[config.mk]
export PLATFORM = sky130hd
export DESIGN_NAME = calc_engine
export DESIGN_NICKNAME = d
export VERILOG_FILES = /design/src/rtl/calc_pkg.sv /design/src/rtl/calc_div.sv /design/src/rtl/calc_engine.sv
export SDC_FILE = /design/constraint.sdc
export NUM_CORES = 1
export LEC_CHECK = 0
export ABC_CLOCK_PERIOD_IN_PS = 5300
export BUFFER_PORTS_ARGS = -buffer_cell sky130_fd_sc_hd__buf_2
export CAP_MARGIN = 20
export CORE_UTILIZATION = 55
export DETAILED_ROUTE_END_ITERATION = 6
export PLACE_DENSITY_LB_ADDON = 0.05
export RECOVER_POWER = 50
export SKIP_LAST_GASP = 1
export SLEW_MARGIN = 25
export SYNTH_ARGS = -nofsm -noshare
export SYNTH_HDL_FRONTEND = slang
export SYNTH_SLANG_ARGS = --single-unit
[constraint.sdc]
create_clock -name clk -period 5.3 [get_ports clk]
set_input_delay 1.59 -clock clk [delete_from_list [all_inputs] [get_ports clk]]
set_output_delay 1.59 -clock clk [all_outputs]
set_load 0.01 [all_outputs]
[src/rtl/calc_pkg.sv]
// Shared constants for the calculator: one-hot operation codes and FSM states.
package calc_pkg;

   localparam logic [3:0] OP_ADD = 4'b0001;
   localparam logic [3:0] OP_SUB = 4'b0010;
   localparam logic [3:0] OP_MUL = 4'b0100;
   localparam logic [3:0] OP_DIV = 4'b1000;

   typedef enum logic [1:0] {
      ST_IDLE = 2'd0,
      ST_EXEC = 2'd1,
      ST_DONE = 2'd2
   } state_t;

endpackage

[src/rtl/calc_div.sv]
// Iterative restoring divider, one quotient bit per cycle, MSB first.
// The first iteration happens on the start edge so ready rises WIDTH cycles after start.
module calc_div
   import calc_pkg::*;
#(
   parameter int unsigned WIDTH = 8
) (
   input  logic             clk,
   input  logic             rst,
   input  logic             start,
   input  logic [WIDTH-1:0] a,
   input  logic [WIDTH-1:0] b,
   output logic [WIDTH-1:0] quotient,
   output logic [WIDTH-1:0] remainder,
   output logic             ready,
   output logic             div0
);

   localparam int unsigned CW = $clog2(WIDTH);

   logic [WIDTH-1:0] r_rem;
   logic [WIDTH-1:0] r_quo;
   logic [WIDTH-1:0] r_b;
   logic [CW-1:0]    r_cnt;
   logic             r_active;
   logic             r_ready;
   logic             r_div0;

   logic [WIDTH-1:0] w_src_rem;
   logic [WIDTH-1:0] w_src_quo;
   logic [WIDTH-1:0] w_src_b;
   logic [WIDTH-1:0] w_rem_nxt;
   logic [WIDTH-1:0] w_quo_nxt;
   logic [WIDTH:0]   w_trial;
   logic [WIDTH:0]   w_diff;

   // One restoring step; on start it operates on the fresh operands instead of the registers.
   always_comb begin
      w_src_rem = start ? '0 : r_rem;
      w_src_quo = start ? a  : r_quo;
      w_src_b   = start ? b  : r_b;
      w_trial   = {w_src_rem, w_src_quo[WIDTH-1]};
      w_diff    = w_trial - {1'b0, w_src_b};
      if (w_diff[WIDTH]) begin
         w_rem_nxt = w_trial[WIDTH-1:0];
         w_quo_nxt = {w_src_quo[WIDTH-2:0], 1'b0};
      end else begin
         w_rem_nxt = w_diff[WIDTH-1:0];
         w_quo_nxt = {w_src_quo[WIDTH-2:0], 1'b1};
      end
   end

   always_ff @(posedge clk) begin
      if (rst) begin
         r_rem    <= '0;
         r_quo    <= '0;
         r_b      <= '0;
         r_cnt    <= '0;
         r_active <= 1'b0;
         r_ready  <= 1'b0;
         r_div0   <= 1'b0;
      end else begin
         r_ready <= 1'b0;
         if (start) begin
            r_b    <= b;
            r_div0 <= (b == '0);
            if (b != '0) begin
               r_rem    <= w_rem_nxt;
               r_quo    <= w_quo_nxt;
               r_cnt    <= CW'(WIDTH - 1);
               r_active <= 1'b1;
            end else begin
               r_rem    <= '0;
               r_quo    <= '0;
               r_cnt    <= '0;
               r_active <= 1'b0;
            end
         end else if (r_active) begin
            r_rem <= w_rem_nxt;
            r_quo <= w_quo_nxt;
            r_cnt <= r_cnt - CW'(1);
            if (r_cnt == CW'(1)) begin
               r_active <= 1'b0;
               r_ready  <= 1'b1;
            end
         end
      end
   end

   assign quotient  = r_quo;
   assign remainder = r_rem;
   assign ready     = r_ready;
   assign div0      = r_div0;

endmodule

[src/rtl/calc_engine.sv]
// Multi-cycle ADD/SUB/MUL/DIV engine: IDLE -> EXEC -> DONE with registered results.
module calc_engine
   import calc_pkg::*;
#(
   parameter int unsigned WIDTH      = 8,
   parameter bit          SIGNED_SUB = 1'b0
) (
   input  logic             clk,
   input  logic             rst,
   input  logic             start,
   input  logic [3:0]       op,
   input  logic [WIDTH-1:0] a,
   input  logic [WIDTH-1:0] b,
   output logic             busy,
   output logic             done,
   output logic [WIDTH-1:0] result,
   output logic [WIDTH-1:0] result_hi,
   output logic             flag_ovf,
   output logic             flag_err
);

   localparam int unsigned PW = 2 * WIDTH;

   state_t           r_state;
   state_t           w_state_nxt;
   logic [3:0]       r_op;
   logic [WIDTH-1:0] r_a;
   logic [WIDTH-1:0] r_b;
   logic             r_busy;
   logic             r_done;
   logic [WIDTH-1:0] r_result;
   logic [WIDTH-1:0] r_result_hi;
   logic             r_flag_ovf;
   logic             r_flag_err;

   logic             w_accept;
   logic             w_capture;
   logic             w_div_start;
   logic [WIDTH-1:0] w_quo;
   logic [WIDTH-1:0] w_rem;
   logic             w_div_ready;
   logic             w_div0;
   logic [WIDTH:0]   w_sum;
   logic [WIDTH-1:0] w_diff;
   logic [PW-1:0]    w_prod;
   logic [WIDTH-1:0] w_res;
   logic [WIDTH-1:0] w_hi;
   logic             w_ovf;
   logic             w_err;

   assign w_div_start = w_accept && (op == OP_DIV);

   calc_div #(
      .WIDTH(WIDTH)
   ) u_div (
      .clk       (clk),
      .rst       (rst),
      .start     (w_div_start),
      .a         (a),
      .b         (b),
      .quotient  (w_quo),
      .remainder (w_rem),
      .ready     (w_div_ready),
      .div0      (w_div0)
   );

   // Next state; EXEC is held only while a real division is still iterating.
   always_comb begin
      w_state_nxt = r_state;
      w_accept    = 1'b0;
      w_capture   = 1'b0;
      case (r_state)
         ST_IDLE: begin
            if (start) begin
               w_accept    = 1'b1;
               w_state_nxt = ST_EXEC;
            end
         end
         ST_EXEC: begin
            if (!((r_op == OP_DIV) && !w_div0 && !w_div_ready)) begin
               w_capture   = 1'b1;
               w_state_nxt = ST_DONE;
            end
         end
         ST_DONE: w_state_nxt = ST_IDLE;
         default: w_state_nxt = ST_IDLE;
      endcase
   end

   // Result selection from the latched operands.
   always_comb begin
      w_sum  = {1'b0, r_a} + {1'b0, r_b};
      w_diff = r_a - r_b;
      w_prod = PW'(r_a) * PW'(r_b);
      w_res  = '0;
      w_hi   = '0;
      w_ovf  = 1'b0;
      w_err  = 1'b0;
      case (r_op)
         OP_ADD: begin
            w_res = w_sum[WIDTH-1:0];
            w_ovf = w_sum[WIDTH];
         end
         OP_SUB: begin
            w_res = w_diff;
            if (SIGNED_SUB)
               w_ovf = (r_a[WIDTH-1] != r_b[WIDTH-1]) && (w_diff[WIDTH-1] != r_a[WIDTH-1]);
            else
               w_ovf = (r_a < r_b);
         end
         OP_MUL: begin
            w_res = w_prod[WIDTH-1:0];
            w_hi  = w_prod[PW-1:WIDTH];
            w_ovf = (w_prod[PW-1:WIDTH] != '0);
         end
         OP_DIV: begin
            if (w_div0) begin
               w_res = '1;
               w_hi  = r_a;
               w_err = 1'b1;
            end else begin
               w_res = w_quo;
               w_hi  = w_rem;
            end
         end
         default: w_err = 1'b1;
      endcase
   end

   always_ff @(posedge clk) begin
      if (rst) begin
         r_state     <= ST_IDLE;
         r_op        <= '0;
         r_a         <= '0;
         r_b         <= '0;
         r_busy      <= 1'b0;
         r_done      <= 1'b0;
         r_result    <= '0;
         r_result_hi <= '0;
         r_flag_ovf  <= 1'b0;
         r_flag_err  <= 1'b0;
      end else begin
         r_state <= w_state_nxt;
         r_busy  <= (w_state_nxt == ST_EXEC);
         r_done  <= (w_state_nxt == ST_DONE);
         if (w_accept) begin
            r_op <= op;
            r_a  <= a;
            r_b  <= b;
         end
         if (w_capture) begin
            r_result    <= w_res;
            r_result_hi <= w_hi;
            r_flag_ovf  <= w_ovf;
            r_flag_err  <= w_err;
         end
      end
   end

   assign busy      = r_busy;
   assign done      = r_done;
   assign result    = r_result;
   assign result_hi = r_result_hi;
   assign flag_ovf  = r_flag_ovf;
   assign flag_err  = r_flag_err;

endmodule

Word level (Yosys, flattened, before mapping)
Cells that the tools add are included.
- logic and storage cells: 78
- register bits: 72
- output and inout port bits: 20
- bits of input ports: 23
- $mul: 1
- add/subtract/negate cells: 4
- $lt $le $gt $ge: 1
- bitwise gates (word level): 1
- equality and inequality tests: 9
- reductions and logical operators: 12
- multiplexer cells: 33
- operators with widths (kind ; number):
    $mux 8 ; 12
    $pmux 8 s4 ; 1
    $mul 8x8->16 ; 1
    $pmux 8 s2 ; 1
    $reduce_bool 8->1 ; 2
    $mux 1 ; 11
    $add 8x8->9 ; 1
    $mux 3 ; 3
    $sub 9x8->9 ; 1
    $eq 4x4->1 const B ; 2
    $logic_not 8->1 ; 1
    $lt 8x8->1 ; 1
    $sub 8x8->8 ; 1
    $reduce_or 3->1 ; 2
    $eq 2x1->1 const B ; 2
    $eq 4x1->1 const B ; 1
    $eq 4x2->1 const B ; 1
    $eq 4x3->1 const B ; 1
    $mux 2 ; 2
    $pmux 2 s2 ; 1
    $eq 3x1->1 const B ; 1
    $logic_and 1x1->1 ; 3
    $pmux 1 s3 ; 1
    $sub 3x1->3 const B ; 1
    other kinds (6) ; 7

Logic depth before layout (Yosys ltp)
Gate-level depths: netlist of run 1.
- word-level depth: 8
- depth in mapped cells: 18

By module
Synthesis of run 1 repeated with hierarchy kept, for this count alone.
- cell total of the unflattened synthesis: 810
- area total of the unflattened synthesis: 6646.4 um^2
- modules (own cells, without submodules) (module ; cells an instance ; times used ; area an instance (um^2)):
    calc_engine ; 586 ; 1 ; 4763.3
    calc_div ; 224 ; 1 ; 1883.1

Least setup slack after synthesis of run 1
Ideal clock, no wire load.
- path type: input to register
- from: in start
- to: reg u_div.r_rem[1], in the netlist u_div.remainder[1]
- setup slack: 0.397 ns
- stages: 15
- arrival: 4.786 ns
- path through: nor3b_1 > nand2_1 > clkbuf_1 > clkbuf_1 > nand2_1 > nand2_1 > ha_1 > inv_1 > fa_1 > a21oi_1 > o21ai_1 > o41ai_4 > xor2_2 > mux2_2 > a22o_1
- longest elaborated chain between the ends: 8
- ends and longest elaborated chain (what ; RTL line ; source):
    start: declaration ; calc_engine.sv:10 ; input logic start,
    $mux 1 (*) ; calc_engine.sv:74 ; if (start) begin
    $mux 1 (*) ; calc_engine.sv:72 ; case (r_state)
    $logic_and 1x1->1 (*) ; calc_engine.sv:51 ; assign w_div_start = w_accept && (op == OP_DIV);
    $mux 8 (*) ; calc_div.sv:41 ; w_src_b = start ? b : r_b;
    via u_div.w_src_b[0] ; calc_div.sv:31 ; logic [WIDTH-1:0] w_src_b;
    $sub 9x8->9 (*) ; calc_div.sv:43 ; w_diff = w_trial - {1'b0, w_src_b};
    $mux 8 (*) ; calc_div.sv:44 ; if (w_diff[WIDTH]) begin
    $mux 8, on equally long branches ; calc_div.sv:78, calc_div.sv:67 ;
    $mux 8 (*) ; calc_div.sv:64 ; if (start) begin
    end signal: assignment ; calc_div.sv:68 ; r_rem <= w_rem_nxt;
    end signal: assignment ; calc_div.sv:79 ; r_rem <= w_rem_nxt;
    end: declaration ; calc_div.sv:21 ; logic [WIDTH-1:0] r_rem;
The timed path passes the listed nets; every way through them passes the cells marked *. The select of a mux whose other input is x is not followed.
A chain may end at the register's enable or synchronous reset.

Worst setup path in the final report of run 1
- from: reg r_b[7]
- to: reg r_result_hi[7], in the netlist result_hi[7]
- longest elaborated chain between the ends: 2
- ends and longest elaborated chain (what ; RTL line ; source):
    start: declaration ; calc_engine.sv:28 ; logic [WIDTH-1:0] r_b;
    start signal: assignment ; calc_engine.sv:135 ; r_b <= '0;
    start signal: assignment ; calc_engine.sv:149 ; r_b <= b;
    $mul 8x8->16 ; calc_engine.sv:94 ; w_prod = PW'(r_a) * PW'(r_b);
    $pmux 8 s2 ; calc_engine.sv:99 ; case (r_op)
    end signal: assignment ; calc_engine.sv:153 ; r_result_hi <= w_hi;
    end: declaration ; calc_engine.sv:32 ; logic [WIDTH-1:0] r_result_hi;
No other way between the ends.

==> out/results.ini, run 1 <==
[run_status]
status=finished clean

[drt]
vias=5374
vias_per_cell=5.78
wl_per_cell_um=17.4
totalWireLength_mm=16.2
met2_length_mm=7.74
ant_nets=0
maxUsedRoutingLayer=met4
firstDrtPassIters=5
met3WireLength_um=808
drt_iter0_markers=426
met1Wirelength_mm=7.43
route.detailed.drc=0

[cts]
clk_pin_slew_ns=0.06
numCtsBuffers=9
cts_tree=yes
cts_hold_buf=0
clk_latency_ns=0.33
ctsResizeCount=0
cts_num_sinks=72
clock_path_buffers=2
clockRootBuffer=clkbuf_16
cts-htree-levels=3
postCtsSetupBuffers=0

[run]
max_cap_violations=0

[setup_path]
worstSetupStartpointType=flip-flop
cp.arrival_ns=5.14
slowest_stage=fa_1
r2r_start=r_b[7]
ff2ff_path_depth=16
crit_path_max_fanout=10
critical_path_class=reg2reg
slowest_delay_ns=0.54
worst-path-stages=16
cp_cell_sequence=nand2_1 -> fa_1 -> fa_1 -> inv_1 -> fa_1 -> inv_1 -> fa_1 -> inv_1 -> ha_1 -> o21ai_0 -> o21ai_0 -> a21oi_1 -> o21ai_0 -> xnor2_1 -> a21oi_1 -> nor3_1
r2r_slack_ns=0.41
required_ns=5.55
rr_endpoint=result_hi[7]
cpMostUsedCell=fa_1
endpoint_kind=flip-flop
crit_family=adder cells
path_buf_inv=3

[logic_synthesis]
async_reset_ff_frac=0
synth_seq_cells=72
synth-xor-area-share=0.0250
syn_area_sq_um=6260
synthDistinctLibCells=68
synth_seq_area_share=0.230
synthCells=748
synthAdderAreaFrac=0.248
synth_edf_count=0
ys_warn_count=0
synthMuxAreaShare=0.0381
synth_top_family_by_area=adder cells
yosys.area_share.simple=0.207
synth_compound_area_frac=0.186
synth_nets=872
synth.avg_cell_area_sq_um=8.38
yosys_most_used_dff=dfxtp_1

[timing]
slew_headroom=0.416
rsz0062_at_grt=false
setup_viol=0
clock-skew-final_ns=0.00562
fin_crit_ns=4.89
holdWs_ns=0.456
setup_tns_ns=0
slew_viol_final=0
layout_setup_ws_ns=0.407
max_clock_freq_mhz=204
fin_crit_sh=0.923
worst_pin_slew_ns=0.875
hold_viol=0

[grt]
grt_max_degree=67
grt_pass1_wl_mm=26.5
track_usage=0.294
grt.overflow.total=0
antenna_found_initial=0
grt_pass1_vias=5188

[finish]
final_common_cell=nor2_1
syn2layout_area_growth_pct=10.2
drive_gt1_frac=0.0924
nets=910
fin_util=0.629
diodes=0
layout_common_cells=nor2_1 (82), dfxtp_1 (72), nand2_1 (70)
fillers=1014

[worst_hold_path]
min_from=result[0]
hold_end=result[0]
hold_depth=2
min_path_type=reg2reg

[floorplan]
rows=38
start_util=0.570
ioPinCount=43
coreArea_sq_um=11000
die-width_um=109
die_area_sq_um=11800
die_h_um=109

[power]
max-vdd-ir-drop_mv=0.216
p_per_area_nw_per_um2=220
p_leak_nw=3.16

[place]
portBuffers=42
gp_congestion=0.907
post-dp-hpwl_mm=12.7
dp_slack_ns=0.370

worst max path at each step:
stage	end	slack, ns	startpoint
after floorplan	u_div.remainder[1]	0.40	start
after global placement	u_div.remainder[4]	0.41	op[0]
after detailed placement	u_div.remainder[6]	0.37	op[0]
after CTS	result_hi[7]	0.36	r_b[7]
after global routing	result_hi[7]	0.05	r_b[7]
final	result_hi[7]	0.41	r_b[7]
Yosys cell counts, types with 6 or more instances:
cell      number  area (sq um)
nor2_1        82           308
dfxtp_1       72          1440
nand2_1       70           263
inv_1         68           255
ha_1          62           776
a21oi_1       54           270
and2_1        45           282
fa_1          39           781
o21ai_0       25           125
clkbuf_1      24          90.1
nor3_1        20           100
mux2i_1       16           160
nand2b_1      16           100
a211oi_1      12          90.1
a22oi_1       11          82.6
xnor2_1       11          96.3
a21o_1        10          75.1
a22o_1         7          61.3
mux2_2         7          78.8
nand3_1        6          30.0
cells by family (layout without fill, tap and decap cells):
| family | Yosys count | count (layout) |
|---|---|---|
| multiplexers | 23 | 23 |
| buffers and inverters | 102 | 144 |
| AO/OA/AOI/OAI | 168 | 168 |
| adder cells (fa/ha/maj) | 101 | 101 |
| flip-flops | 72 | 72 |
| AND/OR/NAND/NOR | 265 | 265 |
| XOR/XNOR | 17 | 17 |
worst reg2reg max path, stage by stage (launching register included):
cell and delay [ns]:
dfxtp_1 0.53, nand2_1 0.13, fa_1 0.52, fa_1 0.54, inv_1 0.06, fa_1 0.53
inv_1 0.05, fa_1 0.52, inv_1 0.04, ha_1 0.36, o21ai_0 0.19, o21ai_0 0.41
a21oi_1 0.20, o21ai_0 0.24, xnor2_1 0.20, a21oi_1 0.11, nor3_1 0.18
power by group:
part	leakage [nW]	internal [mW]	total (mW)	switching [mW]
clock	0.148	0.400	0.616	0.216
sequential	0.586	0.565	0.596	0.0313
combinational	2.43	0.121	0.305	0.185
through the flow:
step           cells  power [mW]  instance area, sq um
6_report         930        1.52                  6910
3_3_place_gp     915       0.906                  6640
2_1_floorplan    748       0.818                  6260
5_1_grt          930        1.59                  6910
3_5_place_dp     915       0.912                  6640
4_1_cts          930        1.53                  6950
routing by layer:
| layer | up-vias | track usage |
|---|---|---|
| li1 | 2648 | - |
| met1 | 2568 | 0.400 |
| met2 | 145 | 0.492 |
| met3 | 13 | 0.0389 |
| met4 | 0 | 0.0763 |
| met5 | - | 0 |
cell type report:
type | instances | area (sq um) | share of cell area
well taps | 140 | 175 | 0.0254
multi-input cells | 574 | 4400 | 0.637
flip-flops and latches | 72 | 1440 | 0.209
inverters | 68 | 255 | 0.0370
clock buffers | 13 | 270 | 0.0391
repair buffers | 61 | 324 | 0.0469
clock inverters | 2 | 37.5 | 0.00544
flip-flops by register name (all words and copies together), names as in the netlist:
| name | count |
|---|---|
| u_div.div0 | 1 |
| u_div.r_b | 8 |
| u_div.r_active | 1 |
| flag_err | 1 |
| u_div.remainder | 8 |
| r_a | 8 |
| u_div.ready | 1 |
| r_state | 2 |
| u_div.quotient | 8 |
| result | 8 |
| r_op | 4 |
| flag_ovf | 1 |
| busy | 1 |
| u_div.r_cnt | 3 |
| done | 1 |
| r_b | 8 |
| result_hi | 8 |
Note: power is estimated with default switching activity, not from simulation.
==> run 2: changes to the inputs <==
--- a/config.mk
+++ b/config.mk
@@ -8,7 +8,7 @@
 export ABC_CLOCK_PERIOD_IN_PS = 5300
 export BUFFER_PORTS_ARGS = -buffer_cell sky130_fd_sc_hd__buf_2
 export CAP_MARGIN = 20
-export CORE_UTILIZATION = 55
+export CORE_UTILIZATION = 50
 export DETAILED_ROUTE_END_ITERATION = 6
 export PLACE_DENSITY_LB_ADDON = 0.05
 export RECOVER_POWER = 50
==> run 2 against run 1 <==
Combinational power rose by 2%. Routed wire length rose by 2.5%. Setup slack got worse by 0.028 ns. Final cell count rose by 3.2%. Sequential power barely moved. Design area rose by 1.9%. Global-route usage fell by 2.4 points. Hold slack improved by 0.0047 ns. Critical path type unchanged.
==> out/results.ini, run 2 (synthesis results as in run 1) <==
[drt]
drt_iter0_markers=333  ; -22%
vias_per_cell=5.60  ; -3.1%
firstDrtPassIters=4  ; -1
wl_per_cell_um=17.3  ; -0.67%
vias=5378  ; +0.074%
totalWireLength_mm=16.6  ; +2.5%
ant_nets=0  ; unchanged
route.detailed.drc=0  ; unchanged

[timing]
layout_setup_ws_ns=0.379  ; -0.0279 ns
clock-skew-final_ns=0.00823  ; +0.00261 ns
max_clock_freq_mhz=203  ; -0.57%
setup_viol=0  ; unchanged
holdWs_ns=0.461  ; +0.00465 ns
fin_crit_sh=0.929  ; +0.00527
fin_crit_ns=4.92  ; +0.0279 ns
rsz0062_at_grt=false
slew_viol_final=0  ; unchanged
worst_pin_slew_ns=0.863  ; -0.0116 ns
hold_viol=0  ; unchanged
slew_headroom=0.424  ; +0.00774
setup_tns_ns=0  ; unchanged

[floorplan]
rows=40  ; +5.3%
die-width_um=114  ; +4.8%
start_util=0.517  ; -0.0532
ioPinCount=43  ; unchanged
die_area_sq_um=13000  ; +9.8%
die_h_um=114  ; +4.8%
coreArea_sq_um=12100  ; +10%

[place]
portBuffers=42  ; unchanged
dp_slack_ns=0.389  ; +0.0190 ns
gp_congestion=0.893  ; -1.6%
post-dp-hpwl_mm=13.1  ; +2.9%

[setup_path]
r2r_start=r_a[2]
rr_endpoint=flag_ovf
required_ns=5.50  ; -0.05 ns
ff2ff_path_depth=16  ; unchanged
worstSetupStartpointType=flip-flop
crit_path_max_fanout=8  ; -2
cp.arrival_ns=5.13  ; about the same
endpoint_kind=flip-flop
r2r_slack_ns=0.38  ; -0.03 ns
critical_path_class=reg2reg

[finish]
fillers=1159  ; +14%
syn2layout_area_growth_pct=12.3
nets=911  ; +0.11%
drive_gt1_frac=0.0934  ; +0.00103
final_common_cell=nor2_1
layout_common_cells=nor2_1 (82), dfxtp_1 (72), nand2_1 (70)
diodes=0  ; unchanged

[grt]
antenna_found_initial=0  ; unchanged
grt_pass1_wl_mm=27.3  ; +3.0%
grt_max_degree=39  ; -42%
grt_pass1_vias=5366  ; +3.4%
track_usage=0.270  ; -0.0241
grt.overflow.total=0  ; unchanged

[cts]
numCtsBuffers=9  ; unchanged
cts-htree-levels=3  ; unchanged
cts_hold_buf=0  ; unchanged
clock_path_buffers=2  ; unchanged
cts_num_sinks=72  ; unchanged
clk_pin_slew_ns=0.06  ; about the same
cts_tree=yes
postCtsSetupBuffers=0  ; unchanged
ctsResizeCount=0  ; unchanged
clockRootBuffer=clkbuf_16
clk_latency_ns=0.34  ; about the same

[worst_hold_path]
hold_depth=1  ; -1
min_path_type=reg2reg
hold_end=u_div.ready
min_from=u_div.r_cnt[2]

[run]
max_cap_violations=0  ; unchanged

[power]
max-vdd-ir-drop_mv=0.207  ; -4.3%
p_leak_nw=3.21  ; +1.5%
p_per_area_nw_per_um2=244  ; +11%

[run_status]
status=finished clean

==> run 2: critical path, cell delays in order (launching register included) <==
cell and delay [ns]:
dfxtp_1 0.59, nand2_1 0.13, fa_1 0.48, fa_1 0.55
inv_1 0.06, fa_1 0.52, inv_1 0.05, fa_1 0.52
inv_1 0.04, ha_1 0.35, o21ai_0 0.18, o21ai_0 0.36
a21oi_1 0.12, a31oi_1 0.18, a211oi_1 0.11, nor4b_1 0.40
a31oi_1 0.14
==> run 2: stage by stage <==
step | total power [mW] | cell area [sq um] | std cells | util
floorplan | 0.818 | 6260 | 748 | -
global placement | 0.913 | 6680 | 944 | 0.552
detailed placement | 0.918 | 6680 | 944 | 0.552
CTS | 1.73 | 7090 | 960 | 0.585
global route | 1.79 | 7030 | 960 | 0.581
finish | 1.72 | 7030 | 960 | 0.581
==> run 2: final cells by class <==
cell class	instances	area, sq um	area share
timing repair buffer	62	328	0.0466
multi-input combinational	574	4400	0.625
tap	168	210	0.0299
inverter	68	255	0.0363
clock inverter	5	150	0.0213
clock buffer	11	253	0.0359
sequential	72	1440	0.205
==> run 2: where the power goes <==
part / switching, mW / internal, mW
registers: 0.0310 / 0.565
clock network: 0.228 / 0.581
logic: 0.189 / 0.122
==> run 2: how the worst max path moves through the flow <==
stage	startpoint	end	slack [ns]	cells past startpoint
global placement	op[0]	u_div.remainder[2]	0.41	12
global route	r_a[2]	flag_ovf	0.007	16
detailed placement	op[0]	u_div.remainder[5]	0.39	12
finish	r_a[2]	flag_ovf	0.38	16
floorplan	start	u_div.remainder[1]	0.40	15
CTS	r_a[2]	flag_ovf	0.40	16
==> run 2: layer usage <==
metal | global-route usage | share of wire
met3 | 0.0319 | 0.044
met1 | 0.362 | 0.47
met4 | 0.0848 | 0.020
met2 | 0.456 | 0.47
met5 | 0 | 0
